$ cat src/rtl/output_port_allocator.sv
// -----------------------------------------------------------------------------
// output_port_allocator
//
// Switch allocator for one router output. Arbitrates round-robin among the
// input ports requesting this output (minus forbidden turns), holds the
// output for the winning input until its tail flit has passed, and tracks
// credits for the downstream flit buffer so a flit is granted only when
// that buffer has room.
//
// Ports:
//   clk_noc             in   NoC clock
//   rst_noc_sync        in   synchronous active-high reset
//   req                 in   per-input: valid flit routed to this output
//   req_is_tail         in   per-input: that flit is a tail (head=tail allowed)
//   turn_disable        in   per-input: turn into this output is forbidden
//   credit_in           in   pulse: downstream freed one slot
//   grant               out  one-hot/zero, combinational transfer enable
//   send_out            out  registered: a flit was granted last cycle
//   is_tail_out         out  registered: last cycle's granted flit was a tail
//   locked              out  output is mid-packet
//   lock_owner          out  owning input while locked, 0 otherwise
//   credits             out  current credit count
//   err_credit_overflow out  sticky: credit returned while counter was full
// -----------------------------------------------------------------------------
module output_port_allocator #(
    parameter int NUM_INPUTS   = 5,
    parameter int CREDIT_DEPTH = 1,
    parameter int CREDIT_WIDTH = $clog2(CREDIT_DEPTH + 1),
    parameter int IDX_WIDTH    = $clog2(NUM_INPUTS)
) (
    input  logic                    clk_noc,
    input  logic                    rst_noc_sync,
    input  logic [NUM_INPUTS-1:0]   req,
    input  logic [NUM_INPUTS-1:0]   req_is_tail,
    input  logic [NUM_INPUTS-1:0]   turn_disable,
    input  logic                    credit_in,
    output logic [NUM_INPUTS-1:0]   grant,
    output logic                    send_out,
    output logic                    is_tail_out,
    output logic                    locked,
    output logic [IDX_WIDTH-1:0]    lock_owner,
    output logic [CREDIT_WIDTH-1:0] credits,
    output logic                    err_credit_overflow
);

    typedef enum logic [0:0] {
        ST_IDLE   = 1'b0,
        ST_LOCKED = 1'b1
    } state_t;

    localparam logic [CREDIT_WIDTH-1:0] CREDIT_FULL = CREDIT_WIDTH'(CREDIT_DEPTH);
    localparam logic [IDX_WIDTH-1:0]    LAST_IDX    = IDX_WIDTH'(NUM_INPUTS - 1);

    // Returns {found, index} of the first set bit of elig scanning upward
    // from ptr and wrapping at NUM_INPUTS (not at 2**IDX_WIDTH). The scan
    // runs from the farthest offset down so the nearest hit is written last.
    function automatic logic [IDX_WIDTH:0] rr_pick(
        input logic [NUM_INPUTS-1:0] elig,
        input logic [IDX_WIDTH-1:0]  ptr
    );
        logic [IDX_WIDTH:0]   res;
        logic [IDX_WIDTH-1:0] ci;
        int                   cand;
        res = '0;
        for (int k = NUM_INPUTS - 1; k >= 0; k--) begin
            cand = int'(ptr) + k;
            if (cand >= NUM_INPUTS) begin
                cand = cand - NUM_INPUTS;
            end else begin
                cand = cand;
            end
            ci = IDX_WIDTH'(cand);
            if (elig[ci]) begin
                res = {1'b1, ci};
            end else begin
                res = res;
            end
        end
        return res;
    endfunction

    state_t                  state_q, state_d;
    logic [IDX_WIDTH-1:0]    lock_owner_q, lock_owner_d;
    logic [IDX_WIDTH-1:0]    rr_ptr_q, rr_ptr_d;
    logic [CREDIT_WIDTH-1:0] credits_q, credits_d;
    logic                    send_q, send_d;
    logic                    tail_q, tail_d;
    logic                    err_q, err_d;

    logic [NUM_INPUTS-1:0]   eligible_s;
    logic [IDX_WIDTH:0]      pick_s;
    logic                    found_s;
    logic [IDX_WIDTH-1:0]    winner_s;
    logic [NUM_INPUTS-1:0]   grant_s;
    logic                    fire_s;
    logic                    win_tail_s;

    assign eligible_s = req & ~turn_disable;
    assign pick_s     = rr_pick(eligible_s, rr_ptr_q);

    // Grant selection: round-robin in IDLE, owner-only in LOCKED, gated by
    // registered credits so a same-cycle credit_in cannot enable a grant.
    always_comb begin
        found_s  = 1'b0;
        winner_s = '0;
        if (rst_noc_sync) begin
            found_s  = 1'b0;
            winner_s = '0;
        end else if (credits_q == '0) begin
            found_s  = 1'b0;
            winner_s = '0;
        end else begin
            case (state_q)
                ST_IDLE: begin
                    found_s  = pick_s[IDX_WIDTH];
                    winner_s = pick_s[IDX_WIDTH-1:0];
                end
                ST_LOCKED: begin
                    // turn_disable is deliberately ignored mid-packet
                    found_s  = req[lock_owner_q];
                    winner_s = lock_owner_q;
                end
                default: begin
                    found_s  = 1'b0;
                    winner_s = '0;
                end
            endcase
        end
        if (found_s) begin
            grant_s = NUM_INPUTS'(1'b1) << winner_s;
        end else begin
            grant_s = '0;
        end
    end

    assign fire_s     = |grant_s;
    assign win_tail_s = fire_s & req_is_tail[winner_s];

    // Next-state logic: lock FSM, round-robin pointer, credits, output flops.
    always_comb begin
        state_d      = state_q;
        lock_owner_d = lock_owner_q;
        rr_ptr_d     = rr_ptr_q;
        credits_d    = credits_q;
        err_d        = err_q;
        send_d       = fire_s;
        tail_d       = win_tail_s;

        case (state_q)
            ST_IDLE: begin
                if (fire_s) begin
                    rr_ptr_d = (winner_s == LAST_IDX) ? '0 : winner_s + IDX_WIDTH'(1);
                    if (win_tail_s) begin
                        state_d = ST_IDLE;
                    end else begin
                        state_d      = ST_LOCKED;
                        lock_owner_d = winner_s;
                    end
                end else begin
                    state_d = ST_IDLE;
                end
            end
            ST_LOCKED: begin
                if (win_tail_s) begin
                    state_d      = ST_IDLE;
                    lock_owner_d = '0;
                end else begin
                    state_d = ST_LOCKED;
                end
            end
            default: begin
                state_d      = ST_IDLE;
                lock_owner_d = '0;
            end
        endcase

        // Simultaneous fire and credit return cancel out.
        if (fire_s && !credit_in) begin
            credits_d = credits_q - CREDIT_WIDTH'(1);
        end else if (!fire_s && credit_in) begin
            if (credits_q == CREDIT_FULL) begin
                credits_d = CREDIT_FULL;
                err_d     = 1'b1;
            end else begin
                credits_d = credits_q + CREDIT_WIDTH'(1);
            end
        end else begin
            credits_d = credits_q;
        end
    end

    // State registers with synchronous reset; reset drops any lock at once.
    always_ff @(posedge clk_noc) begin
        if (rst_noc_sync) begin
            state_q      <= ST_IDLE;
            lock_owner_q <= '0;
            rr_ptr_q     <= '0;
            credits_q    <= CREDIT_FULL;
            send_q       <= 1'b0;
            tail_q       <= 1'b0;
            err_q        <= 1'b0;
        end else begin
            state_q      <= state_d;
            lock_owner_q <= lock_owner_d;
            rr_ptr_q     <= rr_ptr_d;
            credits_q    <= credits_d;
            send_q       <= send_d;
            tail_q       <= tail_d;
            err_q        <= err_d;
        end
    end

    assign grant               = grant_s;
    assign send_out            = send_q;
    assign is_tail_out         = tail_q;
    assign locked              = (state_q == ST_LOCKED);
    assign lock_owner          = lock_owner_q;
    assign credits             = credits_q;
    assign err_credit_overflow = err_q;

endmodule
$ cat config.mk
export PLATFORM = sky130hd
export DESIGN_NAME = output_port_allocator
export DESIGN_NICKNAME = d
export VERILOG_FILES = /design/src/rtl/output_port_allocator.sv
export SDC_FILE = /design/constraint.sdc
export NUM_CORES = 1
export LEC_CHECK = 0
export ABC_AREA = 1
export BUFFER_PORTS_ARGS = -buffer_cell sky130_fd_sc_hd__buf_2
export CAP_MARGIN = 20
export CORE_MARGIN = 2
export CORE_UTILIZATION = 55
export CTS_CLUSTER_DIAMETER = 150
export DETAILED_ROUTE_END_ITERATION = 6
export PLACE_DENSITY_LB_ADDON = 0.15
export SLEW_MARGIN = 30
export SYNTH_ARGS = -nofsm -noshare
export SYNTH_HDL_FRONTEND = slang
export SYNTH_SLANG_ARGS = --single-unit
$ cat constraint.sdc
create_clock -name clk_noc -period 4.65 [get_ports clk_noc]
set_clock_uncertainty 0.1 [all_clocks]
set_input_delay 0.465 -clock clk_noc [delete_from_list [all_inputs] [get_ports clk_noc]]
set_output_delay 0.465 -clock clk_noc [all_outputs]
set_load 0.01 [all_outputs]
**After elaboration in Yosys (flattened, before gate mapping)**

Index checks and enable logic that the tools add are counted.

- Word-level logic and storage cells: 92
- Output and inout port bits: 13
- Flip-flop bits (word level): 11
- Input bits: 18

- Add/sub/neg operators: 12
- Bitwise operators: 5
- Magnitude comparators: 12
- Shift operators: 1
- Reductions and logical operators: 9
- Mux-type cells: 42
- Equal/unequal tests: 4

Operator list:

| operator | number |
|---|---|
| 3-bit two-way mux | 11 |
| 3-bit by 4-bit < comparator with 1-bit output, second input constant | 7 |
| 1-bit binary-select mux with 3-bit select | 7 |
| 4-bit two-way mux | 5 |
| 4-bit by 3-bit greater-or-equal comparator with 1-bit output, second input constant | 4 |
| 3-bit subtractor, second input constant | 5 |
| 1-bit two-way mux | 14 |
| 3-bit one-hot mux with 2 select lines | 2 |
| 3-bit by 2-bit adder with 4-bit output, second input constant | 2 |
| 3-bit AND reduction | 2 |
| 5-bit bitwise AND | 1 |
| 5-bit two-way mux | 1 |
| 5-bit inverter | 1 |
| 5-bit OR reduction | 1 |
| 1-bit by 3-bit left shift with 5-bit output, first input constant | 1 |
| 3-bit by 1-bit adder with 4-bit output, second input constant | 1 |
| 3-bit by 3-bit adder with 4-bit output, second input constant | 1 |
| 2-bit inequality test, second input constant | 2 |
| 1-bit one-hot mux with 2 select lines | 2 |
| 3-bit by 1-bit adder with 3-bit output, second input constant | 1 |
| 3-bit == test, second input constant | 1 |
| 3-bit greater-or-equal comparator, second input constant | 1 |
| 1-bit logical AND | 2 |
| 1-bit logical NOT | 2 |
| 7 further kinds | 8 |

**Logic depth before layout (Yosys ltp)**

- Depth after elaboration: 20
- Gate-level depth with buffers: 32
- Mapped depth without buffers: 30

**Worst setup path after synthesis**

No wires, ideal clock.

- Path kind: flip-flop to flip-flop
- From: register rr_ptr_q[0]
- To: register credits_q (netlist: credits)
- Data arrival time: 3.759 ns
- Cell stages (with the launch flop): 29
- Clock period less this slack: 3.979 ns
- Setup time: 0.120 ns
- Required time: 4.430 ns
- Path buffers: 1
- Setup slack: 0.671 ns
- Cell sequence: dfxtp_1 -> inv_2 -> buf_4 -> ha_1 -> inv_1 -> fa_1 -> inv_1 -> nand2_1 -> nand2_1 -> o21ai_0 -> nand3_1 -> nand2_1 -> a21oi_1 -> nor2_1 -> nor2_1 -> nand2_1 -> nand2_1 -> nand2_1 -> nand2_1 -> nand3_2 -> inv_2 -> ha_1 -> ha_1 -> inv_1 -> nor2_1 -> a21oi_4 -> nand3_2 -> ha_1 -> a211o_1

- Cells in the longest elaborated chain, start to end: 19
- Elaborated cells on any way between the ends: 48
- Classes of those cells: 9 x add/sub; 5 x order compare; 1 x shift; 28 x mux; 5 x reduce/logical

Ends and longest elaborated chain:

| what | RTL line | source |
|---|---|---|
| start, declared | 84 | `logic [IDX_WIDTH-1:0] rr_ptr_q, rr_ptr_d;` |
| start signal, assigned | 205 | `rr_ptr_q <= rr_ptr_d;` |
| 3-bit by 3-bit adder with 4-bit output | 66 | `cand = int'(ptr) + k;` |
| 4-bit by 3-bit greater-or-equal comparator with 1-bit output or 3-bit subtractor (tied branches) | 67, 68 |  |
| 3-bit two-way mux | 67 | `if (cand >= NUM_INPUTS) begin` |
| 1-bit binary-select mux with 3-bit select | 73 | `if (elig[ci]) begin` |
| 1-bit two-way mux (not written as such) | 73 |  |
| 4-bit two-way mux (4 in a row) | 73 |  |
| 4-bit two-way mux (*) | 73 |  |
| 3-bit one-hot mux with 2 select lines | 113 | `case (state_q)` |
| [2 not listed] | n/a |  |
| 1-bit by 3-bit left shift with 5-bit output | 130 | `grant_s = NUM_INPUTS'(1'b1) << winner_s;` |
| 5-bit two-way mux (*) | 129 | `if (found_s) begin` |
| via grant[3] | 37 | `output logic [NUM_INPUTS-1:0] grant,` |
| 5-bit OR reduction (*) | 136 | `assign fire_s = \|grant_s;` |
| via fire_s | 95 | `logic fire_s;` |
| 1-bit logical NOT | 180 | `end else if (!fire_s && credit_in) begin` |
| 1-bit logical AND | 180 |  |
| 2-bit nonzero test (no line) | n/a |  |
| end signal, assigned | 206 | `credits_q <= credits_d;` |
| end, declared | 85 | `logic [CREDIT_WIDTH-1:0] credits_q, credits_d;` |

The timed path passes the listed nets; every way through them passes the cells marked *. The select of a mux whose other input is x is not followed.
A chain may end at the register's enable or synchronous reset.

**Final worst setup path**

- From: register rr_ptr_q[1]
- To: register credits_q (netlist: credits)

- Cells in the longest elaborated chain, start to end: 19
- Elaborated cells on any way between the ends: 48
- Classes of those cells: 9 x add/sub; 5 x order compare; 1 x shift; 28 x mux; 5 x reduce/logical

Ends and longest elaborated chain:

| what | RTL line | source |
|---|---|---|
| 3-bit by 3-bit adder with 4-bit output | 66 |  |
| 4-bit by 3-bit greater-or-equal comparator with 1-bit output or 3-bit subtractor (tied branches) | 67, 68 |  |
| 3-bit two-way mux | 67 |  |
| 1-bit binary-select mux with 3-bit select | 73 |  |
| 1-bit two-way mux (not written as such) | 73 |  |
| 4-bit two-way mux (4 in a row) | 73 |  |
| 4-bit two-way mux (*) | 73 |  |
| 3-bit one-hot mux with 2 select lines | 113 |  |
| 3-bit two-way mux | 109 | `end else if (credits_q == '0) begin` |
| 3-bit two-way mux | 106 | `if (rst_noc_sync) begin` |
| 1-bit by 3-bit left shift with 5-bit output | 130 |  |
| 5-bit two-way mux (*) | 129 |  |
| 5-bit OR reduction (*) | 136 |  |
| via fire_s | 95 |  |
| 1-bit logical NOT | 180 |  |
| 1-bit logical AND | 180 |  |
| 2-bit nonzero test (no line) | n/a |  |

Marks and branches as above.

==> metrics.txt <==
DP Worst Slack 0.6640 ns; reg2reg start rr_ptr_q[1]; top cell family by delay on the critical path adder cells; CP Capture Type flip-flop; DR pass1 iterations 4; met3 routed WL 338 um; Critical Path AT 4.09 ns; dpl hpwl 3.966 mm; WL met1 2.341 mm; DR DRC count 0; most frequent cells in the layout nand2_1 (103), inv_1 (46), nand3_1 (46); clock buffer depth 2; total wire length 4.922 mm; cell mode on critical path nand2_1; global-route wire length before repair 7.776 mm; Non-Filler Instances 410; cts hold-fix bufs 0; die width 61.67 um; initial antenna violation count 0; hold path endpoint err_credit_overflow; PwrDens 679.4 nW/um^2; CP max stage cell fa_1; Critical Path Max Stage Delay 0.40 ns; Slew HR 58.89%; Highest Signal Layer met4; vias in the first global route 1820; syn_nets 361; cts bufs inserted 3; Hold WC Path Type flip-flop to flip-flop; CTS resizes 0; unrepaired setup endpoints after global routing no; TritonCTS Sinks 11; layout filler cell count 330; distinct cell type count after synthesis 30; Worst Setup Start Kind flip-flop; antenna-violating nets left 0; r2r endpoint credits; largest net degree at the start of global routing 16; share of layout cells above drive strength 1 19.95%; Mean Syn Cell Area 5.543 um^2; min-delay src err_credit_overflow; # IOs 31; fin crit share 86.69%; sequential fraction of the synthesis area 12.04%; GP Congestion 0.9031; setup violators final 0; maxcap violations 0; Final Core Density 67.26%; fmax 0.2481 GHz; Diodes inserted 0; Cell Area, Synth 1829 um^2; postcts setup bufs 0; Worst Max-Slew Pin Slew 0.6144 ns; Initial Util 58.95%; Port Buf Inserts 30; Placement Cell Area 2061 um^2; flops & latches, synth 11; Tmin final 4.031 ns; endpoints failing hold 0; Buf/Inv on CP 5; dpl cells 406; Req. time, crit path 4.71 ns; R2R Setup Slk 0.62 ns; Synth Instances 330; Layout Cell Area excl Fill 2087 um^2; GRT Resource Usage Total 27.05%; Setup TNS 0 ns; pins over their slew limit 0; count of nets after finishing 398; DR WL met2 2.224 mm; Max VDD drop 0.3386 mV; Area Growth Syn to Fin 14.09%; Hold Path Cell Cnt 2; core area 3103 um^2; R2R cell count 26; status complete, no violations; wire per inst 12.00 um; commonest non-fill, non-tap cell in the layout nand2_1; clock root buffer clkbuf_4; number of H-tree levels 1; Final WS setup 0.6188 ns; initial DRC count 175; GR Overflow Total 0; Row Count 20; CTS tree done; Vias 2167; yosys warns 0; Critical Path Fanout Max 7; Clock Pin Slew Worst Setup and Hold Paths 0.07 ns; Skew-Pair Late Insertion Delay 0.27 ns; Worst Path Class, Setup flip-flop to flip-flop; die height 61.67 um; Via density 5.285; die area 3803 um^2; Leak 0.001189 uW
==> cell usage after synthesis <==
library cell	number	area share [%]
a211oi_1	3	1.2
nand3_2	6	3.3
nand3_1	46	13
nor2_1	26	5.3
a21boi_2	1	0.62
or2_2	2	0.68
buf_2	3	0.82
a21oi_1	16	4.4
a21oi_4	1	0.89
nand4_1	10	3.4
ha_1	12	8.2
and2_1	1	0.34
nand3b_1	1	0.41
a211o_1	1	0.48
nand3_4	2	1.9
buf_4	1	0.41
o211ai_1	1	0.41
clkbuf_1	1	0.21
o21ai_0	8	2.2
nor3_1	2	0.55
nor2_4	1	0.62
inv_1	46	9.4
nor2_2	1	0.34
dfxtp_1	11	12
nand2_2	11	3.8
nand2_1	103	21
o21ai_1	4	1.1
inv_2	7	1.4
fa_1	1	1.1
a211oi_2	1	0.68
==> per-layer routing <==
metal,track usage (%),up-vias
li1,-,1141
met1,37.33,946
met2,45.26,78
met3,3.782,2
met4,4.863,0
met5,0,-
==> state kept, by name (all words and copies together), names as in the netlist, named ones only <==
signal / flops
credits: 1
rr_ptr_q: 3
lock_owner: 3
err_credit_overflow: 1
is_tail_out: 1
send_out: 1
==> final cells by class <==
| cell class | count | area, um^2 | share of cell area (%) |
|---|---|---|---|
| multi-input cells | 261 | 1384 | 66.31 |
| repair buffers | 37 | 202.7 | 9.712 |
| clock buffers | 4 | 26.28 | 1.259 |
| inverters | 53 | 198.9 | 9.532 |
| well taps | 44 | 55.05 | 2.638 |
| flip-flops and latches | 11 | 220.2 | 10.55 |
==> through the flow <==
stage	hold slack, ns	power, uW
finish	0.3551	1418
global route	0.4064	1583
CTS	0.3578	1406
detailed placement	0.3463	1337
global placement	0.3376	1315
floorplan	0.3740	1069
==> worst max-delay path by stage <==
stage	start	endpoint	slack, ns	depth (start not counted)
after CTS	rr_ptr_q[1]	credits	0.64	26
after global placement	rr_ptr_q[1]	credits	0.79	26
after detailed placement	rr_ptr_q[1]	credits	0.66	26
final	rr_ptr_q[1]	credits	0.62	26
after global routing	rr_ptr_q[1]	credits	0.30	26
after floorplan	rr_ptr_q[0]	credits	0.67	28
==> power breakdown <==
group | internal [uW] | total (uW) | switching (uW)
Clock | 33.2 | 65.1 | 31.9
Sequential | 123 | 144 | 20.5
Combinational | 420 | 1210 | 788
==> cell families (layout without fill, tap and decap cells) <==
logic type	Yosys count	in the layout	share of synthesized area [%]
AO/OA/AOI/OAI	36	36	11.97
buffers and inverters	58	94	12.31
AND/OR/NAND/NOR	212	212	54.38
flip-flops	11	11	12.04
adder cells (fa/ha/maj)	13	13	9.302
==> worst min-delay path, delay by kind of cell (launching register included) <==
family / cells / cell delay, ns
AOI/OAI and AO/OA: 1 / 0.05
buffers and inverters: 1 / 0.05
DFF: 1 / 0.31
Note: power is estimated with default switching activity, not from simulation.
